### src/rtl/ws2812_tx_pkg.sv
// Shared types and constants for the WS2812 serialiser.
// Contents: state encoding, pixel geometry, default 12 MHz timing, bit-order helper.
package ws2812_tx_pkg;

    localparam int BITS_PER_LED = 24;

    localparam int DEF_NUM_LEDS = 16;
    localparam int DEF_T_BIT    = 15;
    localparam int DEF_T0H      = 5;
    localparam int DEF_T1H      = 10;
    localparam int DEF_T_RESET  = 960;

    typedef enum logic [1:0] {
        IDLE  = 2'd0,
        SEND  = 2'd1,
        LATCH = 2'd2
    } state_t;

    // Serial position 0..23 within a pixel -> bit index in the pixel word.
    // Each byte goes out MSB first, bytes in G, R, B order.
    function automatic logic [4:0] bit_index(input logic [4:0] pos);
        return {pos[4:3], ~pos[2:0]};
    endfunction

endpackage

### src/rtl/ws2812_tx_if.sv
// Producer <-> serialiser bundle for the WS2812 transmitter.
// Signals: framebuf/start (producer to serialiser), busy/done/dout (serialiser out).
interface ws2812_tx_if
    import ws2812_tx_pkg::*;
#(
    parameter int NUM_LEDS = DEF_NUM_LEDS
);

    logic [NUM_LEDS*BITS_PER_LED-1:0] framebuf;
    logic                             start;
    logic                             busy;
    logic                             done;
    logic                             dout;

    modport master (
        output framebuf,
        output start,
        input  busy,
        input  done,
        input  dout
    );

    modport slave (
        input  framebuf,
        input  start,
        output busy,
        output done,
        output dout
    );

endinterface

### src/rtl/ws2812_tx_bit_gen.sv
// One WS2812 bit cell: T_BIT cycles, high for T0H or T1H cycles, registered output.
// Ports: clk, rst, go (load bit_val, pulse starts next cycle), bit_val,
//        pulse (line level), last (final cycle of the current cell).
module ws2812_tx_bit_gen #(
    parameter int T_BIT = 15,
    parameter int T0H   = 5,
    parameter int T1H   = 10
) (
    input  logic clk,
    input  logic rst,
    input  logic go,
    input  logic bit_val,
    output logic pulse,
    output logic last
);

    localparam int CW = $clog2(T_BIT);

    logic [CW-1:0] cnt;
    logic [CW-1:0] cnt_nx;
    logic [CW-1:0] th;
    logic          active;

    assign cnt_nx = cnt + CW'(1);
    assign last   = active && (cnt == CW'(T_BIT - 1));

    always_ff @(posedge clk or posedge rst) begin
        if (rst) begin
            cnt    <= '0;
            th     <= '0;
            active <= 1'b0;
            pulse  <= 1'b0;
        end else if (go) begin
            // T0H > 0, so every cell opens high.
            cnt    <= '0;
            th     <= bit_val ? CW'(T1H) : CW'(T0H);
            active <= 1'b1;
            pulse  <= 1'b1;
        end else if (active) begin
            if (last) begin
                active <= 1'b0;
                pulse  <= 1'b0;
            end else begin
                cnt   <= cnt_nx;
                pulse <= (cnt_nx < th);
            end
        end
    end

endmodule

### src/rtl/ws2812_tx.sv
// WS2812 frame serialiser: snapshots framebuf on start, shifts NUM_LEDS x 24 bits
// (G,R,B, MSB first) as NRZ pulses, then holds the line low for the latch gap.
// Ports: clk, rst (async, active high), bus (slave: framebuf, start, busy, done, dout).
module ws2812_tx
    import ws2812_tx_pkg::*;
#(
    parameter int NUM_LEDS = DEF_NUM_LEDS,
    parameter int T_BIT    = DEF_T_BIT,
    parameter int T0H      = DEF_T0H,
    parameter int T1H      = DEF_T1H,
    parameter int T_RESET  = DEF_T_RESET
) (
    input  logic        clk,
    input  logic        rst,
    ws2812_tx_if.slave  bus
);

    localparam int FW = NUM_LEDS * BITS_PER_LED;
    localparam int IW = $clog2(FW);
    localparam int CW = $clog2(T_RESET);
    localparam int PW = (NUM_LEDS > 1) ? $clog2(NUM_LEDS) : 1;

    state_t        state;
    logic [CW-1:0] cycle;
    logic [4:0]    bpos;
    logic [PW-1:0] pix;
    logic [FW-1:0] shadow;
    logic          busy;
    logic          done;

    logic          go;
    logic          bit_val;
    logic          last;
    logic          pulse;
    logic          final_bit;
    logic [4:0]    bpos_nx;
    logic [PW-1:0] pix_nx;
    logic [IW-1:0] idx_nx;

    always_comb begin
        final_bit = (bpos == 5'd23) && (pix == PW'(NUM_LEDS - 1));
        bpos_nx   = (bpos == 5'd23) ? 5'd0 : bpos + 5'd1;
        pix_nx    = (bpos == 5'd23) ? pix + PW'(1) : pix;
        idx_nx    = IW'(pix_nx) * IW'(BITS_PER_LED) + IW'(bit_index(bpos_nx));
        go        = 1'b0;
        bit_val   = 1'b0;
        unique case (state)
            IDLE: begin
                // First bit comes straight from framebuf; shadow loads on the same edge.
                go      = bus.start;
                bit_val = bus.framebuf[IW'(bit_index(5'd0))];
            end
            SEND: begin
                go      = last && !final_bit;
                bit_val = shadow[idx_nx];
            end
            LATCH: ;
            default: ;
        endcase
    end

    always_ff @(posedge clk or posedge rst) begin
        if (rst) begin
            state  <= LATCH;
            cycle  <= '0;
            bpos   <= '0;
            pix    <= '0;
            shadow <= '0;
            busy   <= 1'b1;
            done   <= 1'b0;
        end else begin
            // Registered, so raise it one cycle early to land on the final gap cycle.
            done <= (state == LATCH) && (cycle == CW'(T_RESET - 2));
            unique case (state)
                IDLE: begin
                    if (bus.start) begin
                        shadow <= bus.framebuf;
                        bpos   <= '0;
                        pix    <= '0;
                        cycle  <= '0;
                        busy   <= 1'b1;
                        state  <= SEND;
                    end
                end
                SEND: begin
                    if (last) begin
                        if (final_bit) begin
                            cycle <= '0;
                            state <= LATCH;
                        end else begin
                            bpos <= bpos_nx;
                            pix  <= pix_nx;
                        end
                    end
                end
                LATCH: begin
                    if (cycle == CW'(T_RESET - 1)) begin
                        cycle <= '0;
                        busy  <= 1'b0;
                        state <= IDLE;
                    end else begin
                        cycle <= cycle + CW'(1);
                    end
                end
                default: state <= LATCH;
            endcase
        end
    end

    ws2812_tx_bit_gen #(
        .T_BIT (T_BIT),
        .T0H   (T0H),
        .T1H   (T1H)
    ) u_bit_gen (
        .clk     (clk),
        .rst     (rst),
        .go      (go),
        .bit_val (bit_val),
        .pulse   (pulse),
        .last    (last)
    );

    assign bus.dout = pulse;
    assign bus.busy = busy;
    assign bus.done = done;

endmodule
### src/flat_wrapper.sv
// flat-port wrapper written by rule: the top's interface ports become plain ports
module ws2812_tx_flat import ws2812_tx_pkg::*;
#(
    parameter int NUM_LEDS = DEF_NUM_LEDS,
    parameter int T_BIT    = DEF_T_BIT,
    parameter int T0H      = DEF_T0H,
    parameter int T1H      = DEF_T1H,
    parameter int T_RESET  = DEF_T_RESET
)
  (clk, rst, bus_framebuf, bus_start, bus_busy, bus_done, bus_dout);
  ws2812_tx_if #(.NUM_LEDS(NUM_LEDS)) bus_i ();
  input  logic clk;
  input  logic rst;
  input wire logic [$bits(bus_i.framebuf)-1:0] bus_framebuf;
  input wire logic [$bits(bus_i.start)-1:0] bus_start;
  output wire logic [$bits(bus_i.busy)-1:0] bus_busy;
  output wire logic [$bits(bus_i.done)-1:0] bus_done;
  output wire logic [$bits(bus_i.dout)-1:0] bus_dout;
  assign bus_i.framebuf = bus_framebuf;
  assign bus_i.start = bus_start;
  assign bus_busy = bus_i.busy;
  assign bus_done = bus_i.done;
  assign bus_dout = bus_i.dout;
  ws2812_tx #(.NUM_LEDS(NUM_LEDS), .T_BIT(T_BIT), .T0H(T0H), .T1H(T1H), .T_RESET(T_RESET)) u_core (.clk(clk), .rst(rst), .bus(bus_i));
endmodule
### config.mk
export PLATFORM = sky130hd
export DESIGN_NAME = ws2812_tx_flat
export DESIGN_NICKNAME = d
export VERILOG_FILES = /design/src/rtl/ws2812_tx_pkg.sv /design/src/rtl/ws2812_tx_if.sv /design/src/rtl/ws2812_tx_bit_gen.sv /design/src/rtl/ws2812_tx.sv /design/src/flat_wrapper.sv
export SDC_FILE = /design/constraint.sdc
export NUM_CORES = 1
export LEC_CHECK = 0
export BUFFER_PORTS_ARGS = -buffer_cell sky130_fd_sc_hd__buf_2
export CAP_MARGIN = 20
export CELL_PAD_IN_SITES_DETAIL_PLACEMENT = 1
export CELL_PAD_IN_SITES_GLOBAL_PLACEMENT = 2
export CORE_MARGIN = 8
export CORE_UTILIZATION = 35
export CTS_CLUSTER_SIZE = 28
export DETAILED_ROUTE_END_ITERATION = 7
export PLACE_DENSITY = 0.88
export RECOVER_POWER = 50
export SLEW_MARGIN = 20
export SYNTH_ARGS = -nofsm -noshare
export SYNTH_HDL_FRONTEND = slang
export SYNTH_SLANG_ARGS = --single-unit
### constraint.sdc
create_clock -name clk -period 34.7 [get_ports clk]
set_clock_uncertainty 0.15 [all_clocks]
set_input_delay 6.94 -clock clk [delete_from_list [all_inputs] [get_ports clk]]
set_output_delay 6.94 -clock clk [all_outputs]
set_load 0.02 [all_outputs]
; ---- Word level (Yosys, flattened, before mapping)
; Cells that the tools add are included.
[op_classes]
reduce_logical = 16
n_eq_ne = 13
n_lt_le_gt_ge = 2
add_sub_neg = 5
bitwise_logic = 1
muxes = 37
n_mul = 1
[op_table]
columns = operator, count
row1 = $mux W10, 4
row2 = $mux W4, 8
row3 = $pmux W10 S3, 1
row4 = $eq A10 B10 Y1 const B, 2
row5 = $mux W5, 4
row6 = $reduce_and A4 Y1, 3
row7 = $add A10 B1 Y10 const B, 1
row8 = $lt A9 B10 Y1 const B, 1
row9 = $pmux W5 S2, 1
row10 = $add A9 B5 Y9, 1
row11 = $bmux W1 S9, 1
row12 = $mux W1, 9
row13 = $add A4 B1 Y4 const B, 2
row14 = $eq A4 B4 Y1 const B, 2
row15 = $mux W2, 4
row16 = $pmux W4 S2, 1
row17 = $mul A4 B2 Y6 const B, 1
row18 = $ne A2 B1 Y1 const B, 3
row19 = $ne A2 B2 Y1 const B, 3
row20 = $pmux W1 S2, 3
row21 = $pmux W2 S3, 1
row22 = $reduce_bool A2 Y1, 3
row23 = $add A5 B1 Y5 const B, 1
row24 = $eq A5 B5 Y1 const B, 1
row25 = other kinds (10), 14
[totals]
register_bits = 417

; ---- Logic depth before layout (Yosys ltp)
; Gate-level depths: netlist (run 1).
[logic_depth]
depth_word = 8
mapped_depth = 20
mapped_depth_nobuf = 16

; ---- Hierarchy
; A second synthesis (run 1) with hierarchy kept.
[hier_totals]
cells_unflattened = 2331
area_unflattened_um2 = 19742.7
[by_module_without_submodules]
columns = module, area_each_um2, n_inst, cells_each
row1 = ws2812_tx, 19266.0, 1, 2282
row2 = ws2812_tx_bit_gen, 476.7, 1, 49

; ---- Least setup slack after synthesis (run 1)
; OpenSTA, ideal clock, no wires.
[synth_path]
path_kind = input port to flip-flop
from = input bus_start
to = register u_core.cycle[9]
setup_ns = 0.078
stages = 8
arrival_ns = 8.042
path_slack_ns = 26.430
t_required_ns = 34.472
cell_sequence = nor2_1 nor2_1 a21oi_1 nor2_1 and4_1 nand3_1 or3_1 a21oi_1
[synth_via]
elab_chain_cells = 2
[synth_lines]
columns = element, line
row1 = from (decl), flat_wrapper.sv:15  ; input wire logic [$bits(bus_i.start)-1:0] bus_start;
row2 = $ne A2 B2 Y1 (no line), n/a
row3 = $reduce_and A4 Y1 (no line), n/a
row4 = to (signal assigned), ws2812_tx.sv:102  ; cycle <= cycle + CW'(1);
row5 = to (decl), ws2812_tx.sv:24  ; logic [CW-1:0] cycle;
; No other way between the ends.
; A chain may end at the register's enable or synchronous reset.

==> summary.md, run 1 <==
| Metric | Value |
|---|---|
| WS Path Type | input port to asynchronous set/reset pin |
| Share of layout cells above drive strength 1 | ~20% |
| WHS Endpoint | u_core.shadow[236]$_DFFE_PP0P_ |
| Avg Inst Size Synth | 8.45 µm² |
| Setup Total Neg Slack | 0 ns |
| Root buffer cell | clkbuf_16 |
| Count of different cell masters after synthesis | about 80 |
| Chip Width | ~260 µm |
| Status | finished, violations left |
| DRT Wirelength | approximately 76,000 µm |
| Max Cap Viol | 5 |
| YS warnings | 0 |
| Clock slew seen by the registers of the worst setup and hold paths | 0.06 ns |
| Via count | 18,100 |
| Post-Place Setup Slack | 24.33 ns |
| DR WL/cell | 21.6 µm |
| Syn nets | 2,784 |
| H-tree levels | 2 |
| Cts repair resizes | 0 |
| Asr flop ratio synth | 100% |
| Avg Vias per Cell | 5.17 |
| Post-synthesis mux area share | between 5 and 6% |
| Row count | 88 |
| Slew Viols, Final | 335 |
| Complex-gate fraction of the synthesized area | 9.51% |
| Die height | 256 µm |
| Clock Tree Buf Depth | 3 |
| DRT Pass-1 Iters | 5 |
| Worst slew pin tran | 4.77 ns |
| Post-DP HPWL | roughly 53,000 µm |
| Area grow syn2layout | 19.9% |
| CTS tree | done |
| P per Cell Area | 42.2 nW/µm² |
| Placed insts | between 3,000 and 4,000 |
| WP data required | 34.25 ns |
| Post-synthesis sequential area ratio | 51.6% |
| Hold slack | 0.321 ns |
| Crit Path Max Fanout | between 90 and 100 |
| R2R setup slack | 26.42 ns |
| Iteration-0 DRC Markers | between 1,000 and 1,500 |
| Worst Hold Depth | 2 |
| Adder-Cell Fraction of Synth Area | 0.970% |
| Clock latency on the worst-skew pair | 0.58 ns |
| Post-Synth XOR/XNOR Area | 1.11% |
| Final-report setup violation count | 0 |
| Starting Density | 35.1% |
| Port Buffers | 389 |
| Worst reg2reg path depth | 15 |
| Unrepaired setup endpoints after global routing | no |
| Most used DFF post-synth | dfrtp_1 |
| Violations in the final reports | capacitance limit, slew limit |
| Clock net sink count | 415 |
| CP arrival | 12.89 ns |
| Maximum VDD drop | 0.0000326 V |
| R2r endpoint | u_core.u_bit_gen.th[2]$_DFFE_PP0P_ |
| Post-Syn Area | 20,100 µm² |
| P_leak | 0.0129 µW |
| Post-layout instance count excluding filler cells | 3,496 |
| Congestion Overflow GR | 0 |
| IO Count | 390 |
| Initial antenna violation count | 3 |
| Largest net degree at the start of global routing | 212 |
| Startpoint of the worst hold path | u_core.shadow[236]$_DFFE_PP0P_ |
| Final period util | 38.4% |
| Final Hold Viols | 0 |
| Setup WS post-layout | between 20 and 25 ns |
| Most common cell after layout, fill and taps aside | nand2_1 |
| Most frequent cells in the layout | 1,245 x nand2_1, 412 x dfrtp_1, 385 x buf_2 |
| Post-CTS Hold Buffers | 0 |
| Number of synthesized flops with an enable pin | 0 |
| Worst min path class | register to register |
| First-pass GRT wire length | ~120,000 µm |
| Gate Count Post-Synth | roughly 2,400 |
| Simple-gate share of the synthesized area | 27.1% |
| NumNets Final | 3,097 |
| Register bit count reported by yosys | 415 |
| CTS Buf Count | 47 |
| # Post-CTS Setup Buffers | 0 |
| CP endpoint kind | asynchronous set/reset pin |
| # DRC | 0 |
| Fmax | 75.0 MHz |
| Final ANT Viol Nets | 0 |
| Crit path time final | between 10 and 15 ns |
| CP startpoint kind | input port |
| Final Core Density | 42.1% |
| Die area | 65,400 µm² |
| Vias in the first global route | 20,100 |
| Core area | 57,300 µm² |
| Relative slew slack | -220% |
| Largest family of logic cells by synthesized area | simple AND/OR/NAND/NOR gates |
| Reg2reg start | u_core.bpos[0]$_DFFE_PP0P_ |
| Global placer's final weighted congestion | 0.815 |
| GRT Resource Usage Total | 22.6% |
registers in the layout, summed over array words and instances, names as in the netlist:
signal                   cells
u_core.u_bit_gen.cnt         4
u_core.pix                   4
u_core.u_bit_gen.pulse       1
u_core.bpos                  5
u_core.u_bit_gen.active      1
u_core.shadow              384
u_core.state                 2
u_core.cycle                10
u_core.bus.busy              1
u_core.bus.done              1
u_core.u_bit_gen.th          2
how the worst max path moves through the flow:
stage	startpoint	endpoint	slack (ns)	cells past startpoint
after floorplan	rst	u_core.bpos[0]$_DFFE_PP0P_	16.06	1
after global placement	bus_start	u_core.shadow[361]$_DFFE_PP0P_	24.48	6
after detailed placement	bus_start	u_core.shadow[336]$_DFFE_PP0P_	24.33	6
after CTS	bus_start	u_core.shadow[105]$_DFFE_PP0P_	24.94	6
after global routing	rst	u_core.shadow[261]$_DFFE_PP0P_	19.89	3
final	rst	u_core.shadow[261]$_DFFE_PP0P_	21.36	3
stage by stage:
step	instance area [µm²]	total power [µW]
3_5_place_dp	22600	530
4_1_cts	24100	1030
3_3_place_gp	22600	530
6_report	24100	1020
2_1_floorplan	20100	501
5_1_grt	24100	1050
report_power, final:
part	internal, µW	total, µW	switching (µW)
registers	484	484	0.0938
clock network	292	496	204
logic	16.1	36.5	20.4
worst max-delay path: stages:
cell and delay [ns]:
clkbuf_1 0.08, clkinvlp_2 2.61, clkbuf_1 3.12
routing by layer:
| metal | GRT usage, % | part of all wire [%] | vias to the layer above |
|---|---|---|---|
| li1 | - | - | 8410 |
| met2 | 37.6 | 48 | 482 |
| met3 | 4.64 | 5.5 | 120 |
| met1 | 29.3 | 43 | 9067 |
| met4 | 7.20 | 3.0 | 0 |
| met5 | 0 | 0 | - |
Yosys cell counts (4+ instances only):
library cell  count  area share, %
a2111oi_0         8           0.35
a211o_1           4           0.17
a211oi_1         20           0.75
a21boi_0          4           0.15
a21o_1            4           0.15
a21oi_1          64            1.6
a221o_1           5           0.25
a221oi_1         16           0.70
a311oi_1          8           0.35
a31oi_1          16           0.50
and2_1            4           0.12
and3_1            8           0.25
buf_1             9           0.17
buf_2            30           0.75
buf_4            10           0.37
clkbuf_1         99            1.8
dfrtp_1         413             51
ha_1             14           0.87
inv_1            23           0.43
mux2_2           19            1.1
mux2i_1          50            2.5
mux4_2           21            2.4
nand2_1        1247             23
nand2b_1          7           0.22
nand3_1          21           0.52
nand4_1           4           0.12
nor2_1           39           0.73
nor2b_1          15           0.47
nor3_1            6           0.15
o211ai_1          9           0.34
o21ai_0          58            1.4
o221ai_1          5           0.22
o22ai_1          10           0.31
o311ai_0          7           0.30
o31ai_1           6           0.22
or3_1             8           0.25
or4_1             4           0.15
xnor2_1          10           0.44
xor2_1            8           0.35
logic make-up after synthesis:
family	Yosys count
compound gates	283
mux	90
xor+xnor	21
flops	415
fa+ha+maj	15
simple gates	1383
buf+inv	175
layout make-up:
| type | instances | area [µm²] |
|---|---|---|
| Fill cell | 6898 | 33100 |
| Sequential cell | 415 | 10400 |
| Multi-Input combinational cell | 1792 | 9010 |
| Timing Repair Buffer | 415 | 2160 |
| Clock buffer | 71 | 1370 |
| Tap cell | 765 | 957 |
| Clock inverter | 11 | 134 |
| Inverter | 24 | 91.3 |
| Antenna cell | 3 | 7.51 |
(Power assumes the default switching activity.)
==> run 2: changes to the inputs <==
CORE_UTILIZATION = 33   (was 35)
PLACE_DENSITY = 0.83   (was 0.88)
clock period = 13 ns   (was 34.7 ns; I/O delays follow)
==> run 2 against run 1 <==
Effect of this change: combinational power grew to 2.8 times the previous value; first-iteration DRC count is 0.49% lower; via count is 0.20% lower; sequential share of layout area is 0.080 points lower; worst setup slack worse by 17 ns; register-to-register slack worse by 22 ns; sequential power grew to 2.7 times the previous value; non-clock buffer count is 4 lower; the flow still finishes with violations (capacitance limit, slew limit).
==> summary.md, run 2 (synthesized netlist as in run 1, its figures left out) <==
| Metric | Value |
|---|---|
| P_leak | 0.0129 µW |
| Core area | just over 60,000 µm² |
| CTS Buf Count | 48 |
| Worst min path class | register to register |
| Worst Hold Depth | 2 |
| Startpoint of the worst hold path | u_core.shadow[146]$_DFFE_PP0P_ |
| IO Count | 390 |
| Maximum VDD drop | 0.0000792 V |
| Slew Viols, Final | 542 |
| CP arrival | 9.36 ns |
| Clock slew seen by the registers of the worst setup and hold paths | around 0.060 ns |
| Final ANT Viol Nets | 0 |
| CTS tree | done |
| CP startpoint kind | input port |
| Max Cap Viol | 10 |
| Worst reg2reg path depth | 11 |
| # Post-CTS Setup Buffers | 0 |
| Largest Register | u_core.shadow |
| Clock Tree Buf Depth | 3 |
| Congestion Overflow GR | 0 |
| Final Hold Viols | 0 |
| CP endpoint kind | register |
| Port Buffers | 389 |
| Clock share of power | 49.9% |
| Via count | 18,000 |
| Setup Total Neg Slack | 0 ns |
| Setup WS post-layout | 3.92 ns |
| Placed insts | 3,424 |
| Violations in the final reports | capacitance limit, slew limit |
| Die height | between 200 and 300 µm |
| Post-layout instance count excluding filler cells | 3,512 |
| Starting Density | 33.3% |
| Post-Place Setup Slack | 6.41 ns |
| WHS Endpoint | u_core.shadow[146]$_DFFE_PP0P_ |
| First-pass GRT wire length | between 100,000 and 150,000 µm |
| DRT Wirelength | 78,200 µm |
| H-tree levels | 2 |
| Hold slack | 0.319 ns |
| WP data required | 13.28 ns |
| Initial antenna violation count | 5 |
| Vias in the first global route | 19,800 |
| Chip Width | 263 µm |
| Worst slew pin tran | 4.43 ns |
| Row count | 90 |
| Max FFs per register | 384 |
| Int Pwr | around 2200 µW |
| # DRC | 0 |
| Share of layout cells above drive strength 1 | 19.9% |
| Final-report setup violation count | 0 |
| Fmax | ~110 MHz |
| Flop pwr share | a little under half |
| Clock net sink count | 415 |
| Largest net degree at the start of global routing | between 200 and 250 |
| GRT Resource Usage Total | 22.0% |
| Switching part of the total | 22.4% |
| Cts repair resizes | 0 |
| Global placer's final weighted congestion | between 0.8 and 0.9 |
| Clock latency on the worst-skew pair | 0.60 ns |
| R2r endpoint | u_core.u_bit_gen.th[1]$_DFFE_PP0P_ |
| Top Registers | u_core.shadow x384, u_core.cycle x10, u_core.bpos x5 |
| Root buffer cell | clkbuf_16 |
| Status | finished, violations left |
| Final period util | 69.8% |
| Dpl cell area | approximately 23,000 µm² |
| Die area | a little under 70,000 µm² |
| Iteration-0 DRC Markers | 1,212 |
| R2R setup slack | around 4.5 ns |
| Final instance area | roughly 24,000 µm² |
| Unrepaired setup endpoints after global routing | no |
| Comb power frac | approximately 3.7% |
| Most frequent cells in the layout | 1,246 x nand2_1, 413 x dfrtp_1, 385 x buf_2 |
| Most common cell after layout, fill and taps aside | nand2_1 |
| Crit path time final | 9.08 ns |
| Post-CTS Hold Buffers | 0 |
| NumNets Final | 3,094 |
| DRT Pass-1 Iters | 5 |
| Avg Vias per Cell | approximately 5.1 |
| Filler instances | around 7,300 |
| DR WL/cell | around 22 µm |
| Relative slew slack | -196% |
| WS Path Type | input port to register |
| Crit Path Max Fanout | 82 |
| Post-DP HPWL | 54,400 µm |
| Reg2reg start | u_core.bpos[0]$_DFFE_PP0P_ |
| P per Cell Area | 115 nW/µm² |
| Area grow syn2layout | 20.1% |
| Sw Pwr | between 600 and 700 µW |
## run 2: changes by cell type in the layout (fill, tap and decap cells not counted), sizes merged
| cell | previous run | this run |
|---|---|---|
| diode | 3 | 2 |
| buf | 409 | 401 |
| clkbuf | 77 | 84 |
| clkinv | 7 | 9 |
| inv | 24 | 23 |
## run 2: final cells by class
cell class | count | area, µm² | area share (%)
antenna | 2 | 5.00 | 0.0207
clock buffer | 74 | 1450 | 6.01
clock inverter | 12 | 150 | 0.622
inverter | 24 | 92.6 | 0.383
multi-input combinational | 1792 | 8990 | 37.2
sequential | 415 | 10400 | 43.0
tap | 782 | 978 | 4.05
timing repair buffer | 411 | 2100 | 8.68
## run 2: worst max-delay path, stage by stage
cell and delay (ns):
clkbuf_1 0.22, and2_0 2.65, clkbuf_1 2.60, buf_4 1.01, o21ai_0 0.17
## run 2: worst max path at each step
stage | endpoint | slack (ns) | start | cells past startpoint
after global routing | u_core.shadow[351]$_DFFE_PP0P_ | 3.09 | bus_start | 6
after detailed placement | u_core.u_bit_gen.th[1]$_DFFE_PP0P_ | 6.41 | u_core.bpos[0]$_DFFE_PP0P_ | 11
after floorplan | u_core.bpos[0]$_DFFE_PP0P_ | 4.66 | rst | 1
after global placement | u_core.u_bit_gen.th[1]$_DFFE_PP0P_ | 6.40 | u_core.bpos[0]$_DFFE_PP0P_ | 11
after CTS | u_core.u_bit_gen.th[1]$_DFFE_PP0P_ | 6.37 | u_core.bpos[0]$_DFFE_PP0P_ | 11
final | u_core.shadow[378]$_DFFE_PP0P_ | 3.92 | bus_start | 5
## run 2: layer usage
metal / global-route usage [%] / routed length [µm] / vias up / share of wire [%]
li1: - / - / 8402 / -
met1: 29.5 / 35300 / 9059 / 45
met2: 36.5 / 37100 / 463 / 47
met3: 4.00 / 4020 / 113 / 5.1
met4: 5.34 / 1740 / 6 / 2.2
met5: 0 / 35 / - / 0.045
## run 2: metrics by stage
| step | utilization, % | total power [µW] |
|---|---|---|
| after floorplan | - | 1340 |
| after global placement | 37.4 | 1420 |
| after detailed placement | 37.4 | 1420 |
| after CTS | 40.1 | 2820 |
| after global routing | 40.0 | 2880 |
| final | 40.0 | 2780 |
## run 2: power groups by stage
stage	sequential [µW]	combinational [µW]	clock, µW
3_5_place_dp	1320	106	0
4_1_cts	1290	107	1420
5_1_grt	1290	113	1470
6_report	1290	103	1390
3_3_place_gp	1320	106	0
2_1_floorplan	1320	20.4	0
